[src/rtl/rv32i_alu_seq.sv]
// RV32I execute-stage ALU: start/busy/done handshake, registered result and zero flag.
// Define RV32I_ALU_BARREL_SHIFT_EN for single-cycle barrel shifts; by default shifts run one bit per cycle.
module rv32i_alu_seq #(
  parameter int XLEN    = 32,
  parameter int SHAMT_W = 5
) (
  input  logic            clk,
  input  logic            rst,
  input  logic [XLEN-1:0] in1,
  input  logic [XLEN-1:0] in2,
  input  logic [3:0]      aluOp,
  input  logic            start,
  output logic            busy,
  output logic            done,
  output logic [XLEN-1:0] result,
  output logic            zero
);
  localparam logic [3:0] OP_ADD  = 4'h0;
  localparam logic [3:0] OP_SUB  = 4'h1;
  localparam logic [3:0] OP_SLL  = 4'h2;
  localparam logic [3:0] OP_SLT  = 4'h3;
  localparam logic [3:0] OP_SLTU = 4'h4;
  localparam logic [3:0] OP_XOR  = 4'h5;
  localparam logic [3:0] OP_SRL  = 4'h6;
  localparam logic [3:0] OP_SRA  = 4'h7;
  localparam logic [3:0] OP_OR   = 4'h8;
  localparam logic [3:0] OP_AND  = 4'h9;
  localparam logic [3:0] OP_PASS = 4'hA;

  logic [SHAMT_W-1:0] shamt;
  logic [XLEN-1:0]    alu_res;
  logic [XLEN-1:0]    result_q, result_d;
  logic               zero_q, zero_d;
  logic               done_q, done_d;

  assign shamt = in2[SHAMT_W-1:0];

`ifdef RV32I_ALU_BARREL_SHIFT_EN
  logic [XLEN-1:0] sra_res;
  assign sra_res = $signed(in1) >>> shamt;
`endif

  always_comb begin
    alu_res = '0;
    case (aluOp)
      OP_ADD:  alu_res = in1 + in2;
      OP_SUB:  alu_res = in1 - in2;
      OP_SLT:  alu_res = {{(XLEN-1){1'b0}}, $signed(in1) < $signed(in2)};
      OP_SLTU: alu_res = {{(XLEN-1){1'b0}}, in1 < in2};
      OP_XOR:  alu_res = in1 ^ in2;
      OP_OR:   alu_res = in1 | in2;
      OP_AND:  alu_res = in1 & in2;
      OP_PASS: alu_res = in2;
`ifdef RV32I_ALU_BARREL_SHIFT_EN
      OP_SLL:  alu_res = in1 << shamt;
      OP_SRL:  alu_res = in1 >> shamt;
      OP_SRA:  alu_res = sra_res;
`else
      // Only reached with shamt == 0; nonzero amounts go through the iterative path.
      OP_SLL, OP_SRL, OP_SRA: alu_res = in1;
`endif
      default: alu_res = '0;
    endcase
  end

`ifdef RV32I_ALU_BARREL_SHIFT_EN
  always_comb begin
    result_d = result_q;
    zero_d   = zero_q;
    done_d   = 1'b0;
    if (start) begin
      result_d = alu_res;
      zero_d   = (alu_res == '0);
      done_d   = 1'b1;
    end
  end

  always_ff @(posedge clk) begin
    if (rst) begin
      result_q <= '0;
      zero_q   <= 1'b1;
      done_q   <= 1'b0;
    end else begin
      result_q <= result_d;
      zero_q   <= zero_d;
      done_q   <= done_d;
    end
  end

  assign busy = 1'b0;
`else
  typedef enum logic {ST_IDLE, ST_SHIFT} state_t;

  state_t             state_q, state_d;
  logic [XLEN-1:0]    work_q, work_d, step;
  logic [SHAMT_W-1:0] count_q, count_d;
  logic               shl_q, shl_d;
  logic               arith_q, arith_d;
  logic               busy_q, busy_d;
  logic               is_shift;

  assign is_shift = (aluOp == OP_SLL) || (aluOp == OP_SRL) || (aluOp == OP_SRA);
  assign step = shl_q ? {work_q[XLEN-2:0], 1'b0}
                      : {arith_q & work_q[XLEN-1], work_q[XLEN-1:1]};

  always_comb begin
    state_d  = state_q;
    work_d   = work_q;
    count_d  = count_q;
    shl_d    = shl_q;
    arith_d  = arith_q;
    busy_d   = busy_q;
    result_d = result_q;
    zero_d   = zero_q;
    done_d   = 1'b0;
    case (state_q)
      ST_IDLE: begin
        if (start) begin
          if (is_shift && (shamt != '0)) begin
            work_d  = in1;
            count_d = shamt;
            shl_d   = (aluOp == OP_SLL);
            arith_d = (aluOp == OP_SRA);
            busy_d  = 1'b1;
            state_d = ST_SHIFT;
          end else begin
            result_d = alu_res;
            zero_d   = (alu_res == '0);
            done_d   = 1'b1;
          end
        end
      end
      ST_SHIFT: begin
        work_d  = step;
        count_d = count_q - SHAMT_W'(1);
        if (count_q == SHAMT_W'(1)) begin
          result_d = step;
          zero_d   = (step == '0);
          done_d   = 1'b1;
          busy_d   = 1'b0;
          state_d  = ST_IDLE;
        end
      end
    endcase
  end

  always_ff @(posedge clk) begin
    if (rst) begin
      state_q  <= ST_IDLE;
      work_q   <= '0;
      count_q  <= '0;
      shl_q    <= 1'b0;
      arith_q  <= 1'b0;
      busy_q   <= 1'b0;
      result_q <= '0;
      zero_q   <= 1'b1;
      done_q   <= 1'b0;
    end else begin
      state_q  <= state_d;
      work_q   <= work_d;
      count_q  <= count_d;
      shl_q    <= shl_d;
      arith_q  <= arith_d;
      busy_q   <= busy_d;
      result_q <= result_d;
      zero_q   <= zero_d;
      done_q   <= done_d;
    end
  end

  assign busy = busy_q;
`endif

  assign done   = done_q;
  assign result = result_q;
  assign zero   = zero_q;
endmodule
[config.mk]
export PLATFORM = sky130hd
export DESIGN_NAME = rv32i_alu_seq
export DESIGN_NICKNAME = d
export VERILOG_FILES = /design/src/rtl/rv32i_alu_seq.sv
export SDC_FILE = /design/constraint.sdc
export NUM_CORES = 1
export LEC_CHECK = 0
export BUFFER_PORTS_ARGS = -buffer_cell sky130_fd_sc_hd__buf_2
export CAP_MARGIN = 40
export CORE_MARGIN = 4
export CORE_UTILIZATION = 25
export CTS_BUF_LIST = sky130_fd_sc_hd__clkbuf_16
export DETAILED_ROUTE_END_ITERATION = 6
export GPL_TIMING_DRIVEN = 0
export PLACE_DENSITY = 0.49
export SYNTH_ARGS = -nofsm -noshare
export SYNTH_HDL_FRONTEND = slang
export SYNTH_SLANG_ARGS = --single-unit
export TNS_END_PERCENT = 100
[constraint.sdc]
create_clock -name clk -period 5.55 [get_ports clk]
set_input_delay 0.555 -clock clk [delete_from_list [all_inputs] [get_ports clk]]
set_output_delay 0.555 -clock clk [all_outputs]
set_load 0.05 [all_outputs]
# Word-level counts from Yosys, hierarchy flattened
# Index checks and enable logic that the tools add are counted.
# Widths: inputs -> output; s select.
# op_classes
n_addsub,3
reduce_logical,12
eq_ne,15
muxes,28
n_bitwise,5
order_cmp,2
# op_table
operator,count
$pmux 32 s9,1
$mux 32,6
$pmux 32 s2,2
$logic_not 32->1,2
$lt 32x32->1,2
$add 32x32->32,1
$and 32x32->32,1
$or 32x32->32,1
$sub 32x32->32,1
$xor 32x32->32,1
$eq 4x3->1 const B,4
$eq 4x4->1 const B,3
$mux 1,12
$mux 5,2
$pmux 5 s2,1
$reduce_and 3->1,3
$eq 4x2->1 const B,2
$pmux 1 s2,4
$ne 2x2->1 const B,3
$eq 5x1->1 const B,1
$reduce_bool 5->1,1
$sub 5x1->5 const B,1
$eq 4x1->1 const B,1
$logic_not 4->1,1
7 further kinds,8
# word_totals
wordCells,74
regBits,75
in_bits,71
output_inout_bits,35

# Longest topological paths before layout
# depth
word_depth,7
mapped_depth,15
mapped_depth_nobuf,15

# Worst setup path before layout
# Ideal clock, no wire load.
# synth_path
kind,in2reg
from,input in1[0]
to,register zero_q (netlist: zero)
path_buffers,0
setup_time_ns,0.069
path_slack_ns,1.551
stages,13
required_ns,5.481
t_arrival_ns,3.930
path_cell_list,ha_1 -> fa_1 -> a211oi_2 -> nor2_1 -> a221o_2 -> o21ai_0 -> o2111ai_1 -> or4_1 -> or4_1 -> or4_1 -> nor4_2 -> nand4_1 -> o21ai_1
# synth_via
elab_chain_cells,6
word_cells_on_any_way,12
classes_between,2 x add/sub; 2 x order compare; 4 x mux; 3 x bitwise; 1 x reduce/logical
# synth_rtl
item,line,text
start: declaration,9,"input logic [XLEN-1:0] in1,"
$sub 32x32->32 (tied with other cells),47,OP_SUB: alu_res = in1 - in2;
$pmux 32 s9 (*),45,case (aluOp)
$logic_not 32->1 (*),128,zero_d = (alu_res == '0);
$mux 1 (*),119,if (is_shift && (shamt != '0)) begin
$mux 1 (*),118,if (start) begin
$pmux 1 s2 (*),116,case (state_q)
end signal: assignment,166,zero_q <= zero_d;
end: declaration,33,"logic zero_q, zero_d;"
# Mark *: on every way between the ends. The rest lies on a longest branch, timed or not. The select of a mux whose other input is x is not followed.
# A chain may end at the register's enable or synchronous reset.

# Final worst setup path
# Ends and elaborated chain as after synthesis.

==> metrics.cfg <==
[drt]
wire_per_inst_um = 24.2
avgViaCountPerCell = 5.70
wl_met1_um = 22700
drtIter0Drc = 1201
num_vias = 12000
totalWireLength_um = 50800
ant_nets = 0
highest_layer = met4
met3_length_um = 3820
dr_wl_met2_um = 22500
drtPass1Iterations = 5
route.detailed.drc = 0

[worst_setup_path]
critical_path_class = input pin to flip-flop
rr_startpoint = count_q[0]$_SDFFE_PP0P_
path_max_fanout = 5
critPathMaxStageDelay_ns = 0.75
critPathLaunchType = input pin
worst-r2r-cell-count = 10
timing.rr.end = zero$_SDFFE_PP1P_
r2r_setup_slack_ns = 1.99
critical_path.cell_chain = buf_2 -> inv_1 -> ha_1 -> inv_1 -> fa_1 -> nor2b_1 -> o31ai_1 -> o31ai_1 -> o31ai_1 -> o41ai_1 -> buf_1 -> a311oi_1 -> mux2_2 -> o22ai_1 -> and2b_2 -> nand4_1 -> o21ai_1
crit_top_cell = o31ai_1
arrival_ns = 4.95
endpoint_kind = flip-flop
slowest_stage = o41ai_1
cp.required_ns = 5.76

[global_route]
grt_max_degree = 14
antenna_found_initial = 0
overflow = 0
grt_pass1_vias = 11500
track_usage = 0.224
grt_pass1_wl_um = 75400

[synthesis]
syn_avg_cell_area_um2 = 6.86
syn-num-nets = 1623
ys_seq_elements = 75
synth-async-reset-ratio = 0
synthTopCellsByArea = dfxtp_1 (15%), ha_1 (12%), nand2_1 (7.1%)
synthDistinctLibCells = 94
synth_flop_cell = dfxtp_1
yosysTopAreaCell = dfxtp_1
synth_edf_count = 0
ys_seq_area_frac = 0.151
synth_top_cell_area_share = 0.151
netlist_area_um2 = 9960
synthCells = 1452
synth_warnings = 0

[cts]
postCtsResizedCells = 0
clock_latency_ns = 0.34
clock_path_buffers = 2
holdBufCountCts = 0
cts_setup_buffers = 0
cts_tree = built
cts_sinks = 75
h-tree-depth = 3
cts_made_buffers = 9
clkTransAtPathRegs_ns = 0.06
clockRootBuffer = clkbuf_16

[placement]
post-dp-hpwl_um = 41400
finalWeightedCongestion = 0.963
numPortBuffers = 104

[floorplanning]
dieArea_um2 = 43100
die_x_um = 208
num_rows = 72
start_util = 0.255
fp.dieH_um = 208
io_pins = 106
coreArea_um2 = 39000

[outcome]
status = finished, final reports clean

[timing]
setup_viol = 0
rsz0062_at_grt = no
final.period_utilization = 0.855
final.setup_skew_ns = 0.0100
hold_viol = 0
layout_min_cycle_time_ns = 4.75
slew_viol_final = 0
worstMarginPinSlew_ns = 0.944
fmax_mhz = 211
finalSetupTns_ns = 0
slew-limit-headroom = 0.366

[final_layout]
fin_util = 0.295
layout-drive-gt1-share = 0.112
final_nets = 1746
area_growth_pct = 15.6

[worst_hold_path]
whs_path_depth = 2
hp-class = flip-flop to flip-flop
holdPathEnd = result[21]$_SDFFE_PP0P_
hold_start = result[21]$_SDFFE_PP0P_

[pwr]
irDropWorstVdd_v = 0.000116
power.leakage_nw = 4.56
p_per_area_nw_per_um2 = 202

[job]
maxCapViolCount = 0

==> worst max-delay path by stage <==
stage,start,endpoint,slack [ns],cells after the start
3_3_place_gp,in1[0],zero$_SDFFE_PP1P_,0.28,15
5_1_grt,in1[0],zero$_SDFFE_PP1P_,0.55,17
2_1_floorplan,in1[0],zero$_SDFFE_PP1P_,1.55,13
3_5_place_dp,in1[0],zero$_SDFFE_PP1P_,0.55,16
6_report,in1[0],zero$_SDFFE_PP1P_,0.80,17
4_1_cts,in1[0],zero$_SDFFE_PP1P_,0.88,16
==> synth_stat cells, types with 17 or more instances <==
cell        n
nor4_1     23
dfxtp_1    75
nand2_1   189
inv_1      98
nor2_1    114
o31ai_1    20
nor3_1     35
ha_1       98
o21ai_0    81
nor2b_1    24
o211ai_1   36
a211oi_1   27
a31oi_1    36
a21oi_1   134
nand3_1    26
mux2i_1    26
nand2b_1   32
a22oi_1    18
clkbuf_1   81
o22ai_1    17
==> report_power, final <==
group	total, mW	switching [mW]	internal (mW)
Sequential	0.616	0.0355	0.581
Combinational	1.08	0.749	0.329
Clock	0.627	0.235	0.393
==> registers in the layout (all words and copies together), names as in the netlist <==
register  flops
shl_q         1
zero          1
state_q       1
count_q       5
busy          1
done          1
result       32
arith_q       1
work_q       32
==> cell type report <==
cell class	count	area [um^2]
antenna	1	2.50
buffer	105	492
clock buffer	9	225
clock inverter	7	92.6
fill	4346	27500
inverter	99	372
multi-input combinational	1173	7600
sequential	75	1500
tap	518	648
timing repair buffer	112	578
==> worst max-delay path, delay by kind of cell <==
kind / cells / cell delay, ns
AND/OR/NAND/NOR: 3 / 0.60
multiplexers: 1 / 0.30
buffers and inverters: 4 / 0.61
adder cells (fa/ha/maj): 2 / 0.48
AO/OA/AOI/OAI: 7 / 2.41
==> cell usage in the layout, fill, tap and decap left out, drive strengths merged, types with 15 or more instances in the layout <==
master    n
a21o     15
nand2   190
inv      99
nand3    26
nor2    116
o22ai    17
a22oi    19
nor3     35
o21ai    82
o211ai   36
a211oi   28
buf     130
nand2b   32
nor2b    24
o31ai    20
a31oi    36
a21oi   134
mux2i    26
dfxtp    75
ha       98
nor4     24
clkbuf   95
==> cell families (layout without fill, tap and decap cells) <==
family          after synthesis  in the layout  synth area share
other cells                   0              1                 0
buf+inv                     204            332            0.0867
xor+xnor                      6              6           0.00528
compound gates              521            521             0.354
mux                          28             28            0.0284
flops                        75             75             0.151
fa+ha+maj                   100            100             0.127
simple gates                518            518             0.248
==> routing by layer <==
layer	GRT usage	vias to the layer above
li1	-	5594
met1	0.313	5700
met2	0.363	565
met3	0.0245	97
met4	0.0695	0
met5	0	-
==> stage by stage <==
stage	power, mW	hold WS (ns)	worst slack (ns)	std cells	instance area (um^2)
after floorplan	1.29	0.450	1.55	1452	9960
after global placement	1.68	0.437	0.282	2074	11100
after detailed placement	1.68	0.443	0.548	2082	11200
after CTS	2.31	0.449	0.881	2098	11500
after global routing	2.44	0.464	0.551	2098	11500
final	2.32	0.447	0.804	2099	11500
Power figures use the tool's default switching activity.
